`src/rtl/pipe_pkg.sv`:
```
// rtl/pipe_pkg.sv - shared constants and slot types for the pipeline stage register
package pipe_pkg;

    localparam logic [31:0] NOP_INSTR        = 32'h0000_0000;
    localparam logic [31:0] DEFAULT_RESET_PC = 32'h0000_3000;

    typedef logic [1:0] occ_t;

    // Control part of a slot; the channel data travels alongside because its width is per-instance.
    typedef struct packed {
        logic        valid;
        logic [31:0] instr;
        logic [31:0] pc;
    } slot_hdr_t;

    function automatic occ_t occ_count(input logic a, input logic b);
        return occ_t'({1'b0, a}) + occ_t'({1'b0, b});
    endfunction

endpackage

```
`src/rtl/pipe_slot.sv`:
```
// rtl/pipe_slot.sv - one pipeline storage entry with load, clear (flush) and drop controls
module pipe_slot
    import pipe_pkg::*;
#(
    parameter int          DATA_W   = 128,
    parameter logic [31:0] RESET_PC = DEFAULT_RESET_PC
) (
    input  logic              clk,
    input  logic              reset,
    input  logic              load_i,
    input  logic              clear_i,
    input  logic              drop_i,
    input  logic [31:0]       instr_i,
    input  logic [31:0]       pc_i,
    input  logic [DATA_W-1:0] data_i,
    output slot_hdr_t         hdr_o,
    output logic [DATA_W-1:0] data_o
);

    slot_hdr_t         hdr_q, hdr_d;
    logic [DATA_W-1:0] data_q, data_d;

    // Clear keeps the pc so a flushed stage still reports where it was.
    always_comb begin
        hdr_d  = hdr_q;
        data_d = data_q;
        if (clear_i) begin
            hdr_d.valid = 1'b0;
            hdr_d.instr = NOP_INSTR;
            data_d      = '0;
        end else if (load_i) begin
            hdr_d.valid = 1'b1;
            hdr_d.instr = instr_i;
            hdr_d.pc    = pc_i;
            data_d      = data_i;
        end else if (drop_i) begin
            hdr_d.valid = 1'b0;
        end
    end

    always_ff @(posedge clk) begin
        if (!reset) begin
            hdr_q.valid <= 1'b0;
            hdr_q.instr <= NOP_INSTR;
            hdr_q.pc    <= RESET_PC;
            data_q      <= '0;
        end else begin
            hdr_q  <= hdr_d;
            data_q <= data_d;
        end
    end

    assign hdr_o  = hdr_q;
    assign data_o = data_q;

endmodule

```
`src/rtl/pipe_stage_reg.sv`:
```
// rtl/pipe_stage_reg.sv - handshaked inter-stage register with flush; PIPE_SKID_EN adds a skid slot
module pipe_stage_reg
    import pipe_pkg::*;
#(
    parameter int          NCH      = 4,
    parameter int          DW       = 32,
    parameter logic [31:0] RESET_PC = DEFAULT_RESET_PC
) (
    input  logic              clk,
    input  logic              reset,
    input  logic              flush,
    input  logic              in_valid,
    output logic              in_ready,
    input  logic [31:0]       in_instr,
    input  logic [31:0]       in_pc,
    input  logic [NCH*DW-1:0] in_data,
    output logic              out_valid,
    input  logic              out_ready,
    output logic [31:0]       out_instr,
    output logic [31:0]       out_pc,
    output logic [NCH*DW-1:0] out_data,
    output occ_t              occupancy
);

    localparam int DATA_W = NCH * DW;

    slot_hdr_t         main_hdr;
    logic [DATA_W-1:0] main_data;
    logic              main_load, main_drop;
    logic [31:0]       main_instr_d, main_pc_d;
    logic [DATA_W-1:0] main_data_d;
    logic              in_fire, out_fire;

    assign in_fire  = in_valid && in_ready;
    assign out_fire = main_hdr.valid && out_ready;

`ifdef PIPE_SKID_EN
    slot_hdr_t         skid_hdr;
    logic [DATA_W-1:0] skid_data;
    logic              skid_load, skid_drop;

    // Ready comes straight from a flop so out_ready never reaches upstream combinationally.
    assign in_ready = !skid_hdr.valid;

    always_comb begin
        main_load = 1'b0;
        main_drop = 1'b0;
        skid_load = 1'b0;
        skid_drop = 1'b0;
        if (!main_hdr.valid) begin
            main_load = in_fire;
        end else if (out_fire) begin
            if (skid_hdr.valid) begin
                main_load = 1'b1;
                skid_drop = 1'b1;
            end else if (in_fire) begin
                main_load = 1'b1;
            end else begin
                main_drop = 1'b1;
            end
        end else if (in_fire) begin
            skid_load = 1'b1;
        end
    end

    assign main_instr_d = skid_hdr.valid ? skid_hdr.instr : in_instr;
    assign main_pc_d    = skid_hdr.valid ? skid_hdr.pc    : in_pc;
    assign main_data_d  = skid_hdr.valid ? skid_data      : in_data;

    pipe_slot #(.DATA_W(DATA_W), .RESET_PC(RESET_PC)) u_skid (
        .clk     (clk),
        .reset   (reset),
        .load_i  (skid_load),
        .clear_i (flush),
        .drop_i  (skid_drop),
        .instr_i (in_instr),
        .pc_i    (in_pc),
        .data_i  (in_data),
        .hdr_o   (skid_hdr),
        .data_o  (skid_data)
    );

    assign occupancy = occ_count(main_hdr.valid, skid_hdr.valid);
`else
    assign in_ready     = !main_hdr.valid || out_ready;
    assign main_load    = in_fire;
    assign main_drop    = out_fire && !in_fire;
    assign main_instr_d = in_instr;
    assign main_pc_d    = in_pc;
    assign main_data_d  = in_data;
    assign occupancy    = occ_count(main_hdr.valid, 1'b0);
`endif

    pipe_slot #(.DATA_W(DATA_W), .RESET_PC(RESET_PC)) u_main (
        .clk     (clk),
        .reset   (reset),
        .load_i  (main_load),
        .clear_i (flush),
        .drop_i  (main_drop),
        .instr_i (main_instr_d),
        .pc_i    (main_pc_d),
        .data_i  (main_data_d),
        .hdr_o   (main_hdr),
        .data_o  (main_data)
    );

    assign out_valid = main_hdr.valid;
    assign out_instr = main_hdr.valid ? main_hdr.instr : NOP_INSTR;
    assign out_pc    = main_hdr.pc;
    assign out_data  = main_hdr.valid ? main_data : '0;

endmodule
```
`config.mk`:
```
export PLATFORM = sky130hd
export DESIGN_NAME = pipe_stage_reg
export DESIGN_NICKNAME = d
export VERILOG_FILES = /design/src/rtl/pipe_pkg.sv /design/src/rtl/pipe_slot.sv /design/src/rtl/pipe_stage_reg.sv
export SDC_FILE = /design/constraint.sdc
export NUM_CORES = 1
export LEC_CHECK = 0
export CORE_MARGIN = 5
export CORE_UTILIZATION = 43
export DETAILED_ROUTE_END_ITERATION = 6
export PLACE_DENSITY = 0.9
export RECOVER_POWER = 50
export SLEW_MARGIN = 20
export SYNTH_ARGS = -nofsm -noshare
export SYNTH_HDL_FRONTEND = slang
export SYNTH_SLANG_ARGS = --single-unit
```
`constraint.sdc`:
```
create_clock -name clk -period 1.9 [get_ports clk]
set_input_delay 0.38 -clock clk [delete_from_list [all_inputs] [get_ports clk]]
set_output_delay 0.38 -clock clk [all_outputs]
set_load 0.02 [all_outputs]
```
== Word level (Yosys, flattened, before mapping) ==
Index checks and enable logic that the tools add are counted.

* Flip-flop bits (word level): 193
* Output and inout port bits: 196

* Reduce and logical (&&, ||, !) cells: 9
* Bitwise logic cells: 2
* Muxes and demuxes: 4

{| class="wikitable"
|+ Operators by type and width
! kind !! count
|-
| 2-to-1 mux 128 bit || 1
|-
| 2-to-1 mux 32 bit || 1
|-
| logical AND 1 bit || 3
|-
| logical NOT 1 bit || 2
|-
| 2-to-1 mux 1 bit || 2
|-
| NOT 1 bit || 2
|-
| AND reduction 2 bit || 1
|-
| nonzero test 2 bit || 1
|-
| OR reduction 2 bit || 1
|-
| logical OR 1 bit || 1
|}

== Logic depth before layout (Yosys ltp) ==
Gate-level depths: netlist of run 1.

* Depth in word-level cells: 7
* Mapped depth: 9
* Gate-level depth less buffers: 4

== Hierarchy ==
From an unflattened synthesis of run 1, not the netlist that was laid out.

* Cells, all modules: 845
* Area, all modules: 8095.3 um^2

{| class="wikitable"
|+ Modules (own cells, without submodules)
! module !! cells an instance !! sequential area each (um^2) !! times used !! area an instance (um^2)
|-
| pipe_slot || 661 || 3863.7 || 1 || 6970.4
|-
| pipe_stage_reg || 184 || 0.0 || 1 || 1124.8
|}

== Least setup slack after synthesis of run 1 ==
Ideal clock, no wire load.

* Kind: reg-to-reg
* From: reg u_main.hdr_q, in the netlist u_main.hdr_o[64]
* To: reg u_main.data_q[100], in the netlist u_main.data_o[100]
* Setup time: 0.067 ns
* Buffers on the path: 5
* Period minus slack after synthesis: 1.645 ns
* Data arrival time: 1.578 ns
* Cell stages (with the launch flop): 10
* Required time: 1.833 ns
* Slack: 0.255 ns
* Cells stage by stage: dfxtp_1 -> buf_4 -> and2b_1 -> buf_6 -> inv_8 -> and2_4 -> buf_6 -> buf_12 -> buf_6 -> o21ai_2

* Cells in the longest elaborated chain, start to end: 3

{| class="wikitable"
|+ Ends and longest elaborated chain
! element !! line !! source
|-
| start, declared || pipe_slot.sv:20 || <nowiki>slot_hdr_t hdr_q, hdr_d;</nowiki>
|-
| start signal, assigned || pipe_slot.sv:48 || <nowiki>hdr_q <= hdr_d;</nowiki>
|-
| logical NOT 1 bit || pipe_stage_reg.sv:85 || <nowiki>assign in_ready = !main_hdr.valid || out_ready;</nowiki>
|-
| logical OR 1 bit || pipe_stage_reg.sv:85 ||
|-
| logical AND 1 bit || pipe_stage_reg.sv:34 || <nowiki>assign in_fire = in_valid && in_ready;</nowiki>
|-
| end signal, assigned || pipe_slot.sv:49 || <nowiki>data_q <= data_d;</nowiki>
|-
| end, declared || pipe_slot.sv:21 || <nowiki>logic [DATA_W-1:0] data_q, data_d;</nowiki>
|}

No other way between the ends.
A chain may end at the register's enable or synchronous reset.

== Worst setup path in the final report of run 1 ==
* From: reg u_main.hdr_q, in the netlist u_main.hdr_o[64]
* To: out in_ready

* Cells in the longest elaborated chain, start to end: 2

{| class="wikitable"
|+ Ends and longest elaborated chain
! element !! line !! source
|-
| logical NOT 1 bit || pipe_stage_reg.sv:85 ||
|-
| logical OR 1 bit || pipe_stage_reg.sv:85 ||
|-
| end, declared || pipe_stage_reg.sv:13 || <nowiki>output logic in_ready,</nowiki>
|}

No other way between the ends.

==> out/metrics.csv, run 1 <==
stage,metric,value,unit
pwr,Sw Ratio,0.2661,
layout,antenna cells,0,
clocking,Clock transition at path regs,0.07,ns
routing,Vias,9242,
min_path,Hold Path Class,input port to flop,
clocking,CTS Buffer Depth,2,
pwr,PwrDens,669.3,mW/mm^2
clocking,TritonCTS clock tree,done,
routing,DRC Markers,0,
global_route,met3 usage,0.07633,
global_route,met2 Resource Use GR,0.3982,
clocking,total CTS buffers,17,
setup_path,CP Cell Sequence,buf_12 -> buf_16 -> and2b_2 -> inv_8 -> buf_12 -> buf_8,
global_route,all-layer global routing usage,0.2387,
layout,area of the multi-input gates,0.004392,sq mm
floorplan,core area,0.02109,sq mm
setup_path,largest delay contributor family on the critical path,buffers and inverters,
routing,drt wl/cell,18.32,um
yosys,Mapped Nets,1286,
layout,Area Growth Syn to Fin,48.49,%
floorplan,die width,156.6,um
pwr,Reg power frac,0.465,
layout,share of cells above drive strength 1,0.2707,
routing,DRT iter0 DRCs,551,
setup_path,"Req. time, crit path",1.52,ns
floorplan,starting density of the core,0.4382,
yosys,Mapped Cells,1089,
floorplan,num ports,393,
sta,fin. max-slew vios,0,
status,outcome,"finished, violations left",
floorplan,die height,156.6,um
sta,relative slew slack,0.6103,
yosys,fraction of the yosys area taken by sequential cells,0.4181,
routing,number of routed nets with antenna violations,0,
sta,post-route clock skew,0.01322,ns
setup_path,Critical Path Max Stage Delay,0.39,ns
global_route,GR met1 Demand/Resource,0.2793,
sta,RSZ-0062 raised after global routing,yes,
global_route,vias in the first global route,9023,
yosys,Yosys reg bits,193,
flow_run,Max-Cap Viols,0,
yosys,asr flop ratio synth,0,
setup_path,WP data arrival,1.56,ns
clocking,H-tree depth,4,
layout,Filler Cell Count,1645,
setup_path,CP endpoint kind,output pin,
yosys,syn_area_per_cell,8.485,sq um
pwr,Worst IR Drop VDD,0.0005746,V
place,Post-Place Cells,1672,
global_route,pin count of the biggest net entering global routing,63,
setup_path,"Buf+Inv Stages, Crit Path",5,
yosys,Ys Warns,0,
floorplan,Std-Cell Rows,53,
sta,"Hold Vio Cnt, Final",0,
global_route,most used routing layer,met2,
floorplan,Die ar.,0.02452,sq mm
yosys,number of synthesized flops with an enable pin,0,
sta,worst slew pin tran,0.5846,ns
pwr,Psw,0.002443,W
clocking,clock latency on the worst-skew pair,0.43,ns
global_route,GRT overflow,0,
yosys,post-synth cell types,27,
yosys,"Top FF cell, synth",dfxtp_1,
sta,setup violators final,1,
layout,final net count,1632,
status,failing checks,negative setup slack,
setup_path,critical path type,flop to output pin,
setup_path,critical path peak fanout,8,
layout,sequential cell area,0.003867,sq mm
setup_path,CP max stage cell,dfxtp_4,
sta,post-layout min period,1.943,ns
place,Port Buf Inserts,391,
sta,FMAX,514.7,MHz
pwr,Clock power frac,0.376,
pwr,cell-internal power,0.006740,W
place,hpwl dp,22.01,mm
setup_path,"Top cell by count, worst path",buf_12,
global_route,initial antenna violation count,0,
routing,via/cell ratio,5.364,
routing,routed wire length,31.56,mm
clocking,CTS sink count,193,
pwr,Comb pwr share,0.159,
yosys,"Cell Area, Synth",0.009240,sq mm
setup_path,CP Launch Type,flop,
routing,DR pass1 iterations,5,
sta,Setup TNS Final,-0.04287,ns
global_route,global-route wire length before repair,47.32,mm
pwr,leakage power total,5.533,nW
sta,Tcrit/Tclk final,1.023,
place,routability cong.,0.8606,
sta,final worst slack,-0.04287,ns
clocking,clock root buffer,clkbuf_16,
layout,Finished Layout Cells,1723,
[layout make-up]
cell class	count	share of cell area
timing repair buffer	479	0.3307
tap	275	0.02508
sequential	193	0.2819
clock buffer	20	0.03256
inverter	3	0.001368
multi-input combinational	741	0.3201
clock inverter	12	0.008390
[sequential cells by signal, indices dropped and copies added, names as in the netlist]
signal,flops
u_main.data_o,128
u_main.hdr_o,65
[cell usage after synthesis, drive strengths merged, types with 2 or more instances]
library cell    n  share of area
o311ai          2         0.0019
o21ai         162           0.12
mux2i          30          0.032
dlygate4sd1     7         0.0066
clkbuf         76          0.036
inv             3         0.0020
dlymetal6s2s    7         0.0095
dfxtp         193           0.42
buf            62          0.058
nand4         160           0.11
nand2         220          0.089
and2          161           0.11
[power groups by stage]
stage          Clock [W]  Combinational, W  Sequential, W
3_3_place_gp           0           0.00137        0.00436
2_1_floorplan          0          0.000694        0.00434
3_5_place_dp           0           0.00140        0.00436
5_1_grt          0.00371           0.00155        0.00429
6_report         0.00346           0.00146        0.00427
4_1_cts          0.00353           0.00144        0.00427
[cells by family (layout without fill, tap and decap cells)]
kind of cell / after synthesis / count (layout) / share of synthesized area
compound gates: 165 / 165 / 0.1270
buf+inv: 155 / 514 / 0.1121
other cells: 1 / 1 / 0.0004058
mux: 30 / 30 / 0.03250
simple gates: 545 / 545 / 0.3098
flops: 193 / 193 / 0.4181
[what timing repair did]
action | in CTS | in global routing
pin swaps | 0 | 1
hold buffers | 0 | 0
resized for setup | 603 | 93
endpoints found under the setup margin | 163 | 128
cloned | 3 | 3
buffers inserted | 11 | 3
[path summary, 6_finish.rpt]
path / startpoint / end / slack, ns / depth (start not counted)
setup / recovery: u_main.hdr_o[64] / in_ready / -0.04 / 6
hold / removal: in_valid / u_main.data_o[111] / 0.39 / 3
setup reg to reg: u_main.hdr_o[64] / u_main.data_o[5] / 0.03 / 9
hold reg to reg: u_main.data_o[51] / u_main.data_o[51] / 0.45 / 2
[tightest hold or removal path: stages]
cell     delay [ns]
buf_4          0.20
nand4_1        0.13
o21ai_2        0.05
[per-layer routing]
metal | vias up | part of all wire
li1 | 4384 | -
met2 | 436 | 0.49
met5 | - | 0
met1 | 4330 | 0.38
met4 | 0 | 0.042
met3 | 92 | 0.093
[metrics by stage]
step                utilization  hold WS (ns)  cell area, sq um  setup slack (ns)  total power, W
floorplan                     -        0.4238              9240            0.2551        0.005030
global placement         0.6345        0.4329             13380          -0.04228        0.005727
detailed placement       0.6345        0.4420             13380          -0.07771        0.005761
CTS                      0.6588        0.3645             13890          -0.09567        0.009239
global route             0.6506        0.3807             13720           -0.1001        0.009544
finish                   0.6506        0.3851             13720          -0.04287        0.009184
[placed cells by master, fill, tap and decap left out, types with 31 or more instances in the layout]
cell               n
clkdlybuf4s50_1  226
nand2_1          220
dfxtp_1          192
nand4_1          160
and2_1           145
buf_2             93
o21ai_2           90
buf_4             73
o21ai_0           62
buf_12            31
Power figures use the tool's default switching activity.
==> inputs of run 2 (changes only) <==
--- a/config.mk
+++ b/config.mk
@@ -5,6 +5,7 @@
 export SDC_FILE = /design/constraint.sdc
 export NUM_CORES = 1
 export LEC_CHECK = 0
+export CORE_ASPECT_RATIO = 1.25
 export CORE_MARGIN = 5
 export CORE_UTILIZATION = 43
 export DETAILED_ROUTE_END_ITERATION = 6
==> run 2 against run 1 <==
The flow now finishes without violations. Global-route usage decreased by 0.56 points. Total power decreased by 0.99%. Maximum frequency increased by 2.5%. Final cell count decreased by 1.7%. Clock skew decreased by 0.0055 ns. Clock-buffer cell count decreased by 3. Routed wire length decreased by 2.0%. Non-clock buffer count decreased by 32. Sequential power about the same. Via count decreased by 3.2%. First-iteration DRC count decreased by 13%. Critical endpoint is now out_data[65]. Largest cell class unchanged.
==> out/metrics.csv, run 2 (synthesized netlist as in run 1, its figures left out) <==
stage,metric,value,unit,change
status,outcome,"finished, final reports clean",,
setup_path,FF-to-FF path depth,7,,-2
clocking,TritonCTS clock tree,done,,
routing,number of routed nets with antenna violations,0,,unchanged
place,routability cong.,0.8704,,+1.1%
clocking,Clock transition at path regs,0.07,ns,about the same
floorplan,starting density of the core,0.4334,,-0.004783
min_path,Hold Path Class,flop to flop,,
pwr,leakage power total,5.261,nW,-4.9%
clocking,CTS sink count,193,,unchanged
floorplan,num ports,393,,unchanged
setup_path,WP data arrival,1.52,ns,-0.04 ns
pwr,Psw,0.002473,W,+1.2%
clocking,clock root buffer,clkbuf_16,,
layout,fin area,0.01346,sq mm,-1.9%
floorplan,core area,0.02132,sq mm,+1.1%
routing,DRT iter0 DRCs,480,,-13%
layout,max reg flops,128,,unchanged
sta,FMAX,527.4,MHz,+2.5%
global_route,most used routing layer,met2,,
clocking,total CTS buffers,17,,unchanged
setup_path,CP endpoint kind,output pin,,
layout,Area Growth Syn to Fin,45.67,%,
routing,routed wire length,30.95,mm,-2.0%
routing,DRC Markers,0,,unchanged
sta,Setup TNS Final,0,ns,+0.04287 ns
setup_path,CP max stage cell,dfxtp_4,,
layout,"commonest non-fill, non-tap cell in the layout",clkdlybuf4s50_1,,
floorplan,Std-Cell Rows,60,,+13%
setup_path,"Req. time, crit path",1.52,ns,about the same
sta,post-route clock skew,0.007674,ns,-0.005546 ns
routing,via/cell ratio,5.286,,-1.4%
routing,Vias,8950,,-3.2%
clocking,H-tree depth,4,,unchanged
sta,worst hold slack,0.4460,ns,+0.06087 ns
layout,highest-count cells in the layout ignoring fill and taps,"clkdlybuf4s50_1, nand2_1, dfxtp_1",,
sta,worst slew pin tran,0.6587,ns,+0.07413 ns
routing,drt wl/cell,18.28,um,-0.21%
clocking,hold_buf cts,0,,unchanged
pwr,Reg power frac,0.470,,+0.005
pwr,Comb pwr share,0.148,,-0.011
global_route,GR met1 Demand/Resource,0.2690,,-0.01024
place,Post-Place Cells,1654,,-1.1%
setup_path,critical path peak fanout,19,,+11
global_route,vias in the first global route,8701,,-3.6%
global_route,pin count of the biggest net entering global routing,73,,+16%
global_route,GRT overflow,0,,unchanged
min_path,Hold Path Depth,2,,-1
pwr,Sw Ratio,0.2720,,+0.005947
layout,Finished Layout Cells,1693,,-1.7%
sta,setup violators final,0,,-1
setup_path,CP Cell Sequence,buf_6 -> buf_16 -> and2_1 -> buf_2,,
global_route,met2 Resource Use GR,0.4002,,+0.002037
sta,Tcrit/Tclk final,0.9979,,-0.02469
pwr,Clock power frac,0.382,,+0.006
pwr,cell-internal power,0.006619,W,-1.8%
pwr,PwrDens,675.5,mW/mm^2,+0.92%
layout,antenna cells,0,,unchanged
global_route,initial antenna violation count,0,,unchanged
setup_path,Critical Path Max Stage Delay,0.44,ns,+0.05 ns
sta,relative slew slack,0.5609,,-0.04942
layout,final net count,1600,,-2.0%
floorplan,die height,173.9,um,+11%
floorplan,Die ar.,0.02454,sq mm,about the same
layout,share of cells above drive strength 1,0.2440,,-0.02673
setup_path,critical path type,flop to output pin,,
place,placed instance area,0.01316,sq mm,-1.6%
sta,post-layout min period,1.896,ns,-0.04692 ns
clocking,clock latency on the worst-skew pair,0.43,ns,about the same
place,Port Buf Inserts,391,,unchanged
sta,RSZ-0062 raised after global routing,yes,,
floorplan,die width,141.1,um,-9.9%
sta,fin. max-slew vios,0,,unchanged
global_route,all-layer global routing usage,0.2332,,-0.005562
setup_path,CP Launch Type,flop,,
clocking,CTS Buffer Depth,2,,unchanged
global_route,global-route wire length before repair,46.80,mm,-1.1%
place,hpwl dp,21.54,mm,-2.1%
pwr,Worst IR Drop VDD,0.0005619,V,-2.2%
flow_run,Max-Cap Viols,0,,unchanged
sta,"Hold Vio Cnt, Final",0,,unchanged
global_route,met3 usage,0.05889,,-0.01744
routing,DR pass1 iterations,7,,+2
## run 2: cell types whose count changed in the layout (fill, tap and decap cells not counted), moves of 9 or more
cell and change:
o21ai_0 +24, clkbuf_2 +32, buf_4 -24, buf_2 -67, buf_6 +28, o21ai_1 +9
o21ai_2 -33, buf_12 -15, and2_4 +25, and2_1 -25
## run 2: metal layers
metal | wire [um] | vias to the layer above
met2 | 15800 | 360
met4 | 1343 | 0
met1 | 11500 | 4199
met5 | 0 | -
met3 | 2302 | 78
li1 | - | 4313
## run 2: power by group through the flow
stage / registers [W] / logic [W] / clock network [W]
floorplan: 0.00434 / 0.000694 / 0
global placement: 0.00435 / 0.00133 / 0
detailed placement: 0.00436 / 0.00135 / 0
CTS: 0.00427 / 0.00137 / 0.00353
global route: 0.00429 / 0.00143 / 0.00371
finish: 0.00427 / 0.00134 / 0.00348
## run 2: layout make-up
| cell class | instances | area, sq um |
|---|---|---|
| Clock buffer | 17 | 425.4 |
| Clock inverter | 13 | 122.6 |
| Fill cell | 1754 | 7860 |
| Inverter | 3 | 18.77 |
| Multi-Input combinational cell | 741 | 4329 |
| Sequential cell | 193 | 3867 |
| Tap cell | 279 | 349.1 |
| Timing Repair Buffer | 447 | 4348 |
## run 2: critical path: cells and delay by family (launching register included)
family        cells  cell delay [ns]
buf+inv           3             0.49
flops             1             0.44
simple gates      1             0.15
## run 2: worst paths after layout
| check | start | endpoint | slack (ns) |
|---|---|---|---|
| worst max-delay path | u_main.hdr_o[64] | out_data[65] | 0.004 |
| worst min-delay path | u_main.data_o[53] | u_main.data_o[53] | 0.45 |
| worst max register to register | u_main.hdr_o[64] | u_main.data_o[101] | 0.13 |
| worst min register to register | u_main.data_o[53] | u_main.data_o[53] | 0.45 |
## run 2: per-stage QoR
step / setup slack, ns / util / power, W
2_1_floorplan: 0.2551 / - / 0.005030
3_3_place_gp: -0.2822 / 0.6173 / 0.005683
3_5_place_dp: -0.2909 / 0.6173 / 0.005714
4_1_cts: -0.01777 / 0.6292 / 0.009175
5_1_grt: -0.06897 / 0.6313 / 0.009431
6_report: 0.004049 / 0.6313 / 0.009092
## run 2: what timing repair did
action                                  4_1_cts  5_1_grt
pin swaps                                     0        1
gates resized for setup                     560      198
cloned                                        3        4
endpoints found under the setup margin      163      122
setup buffers                                 2        0
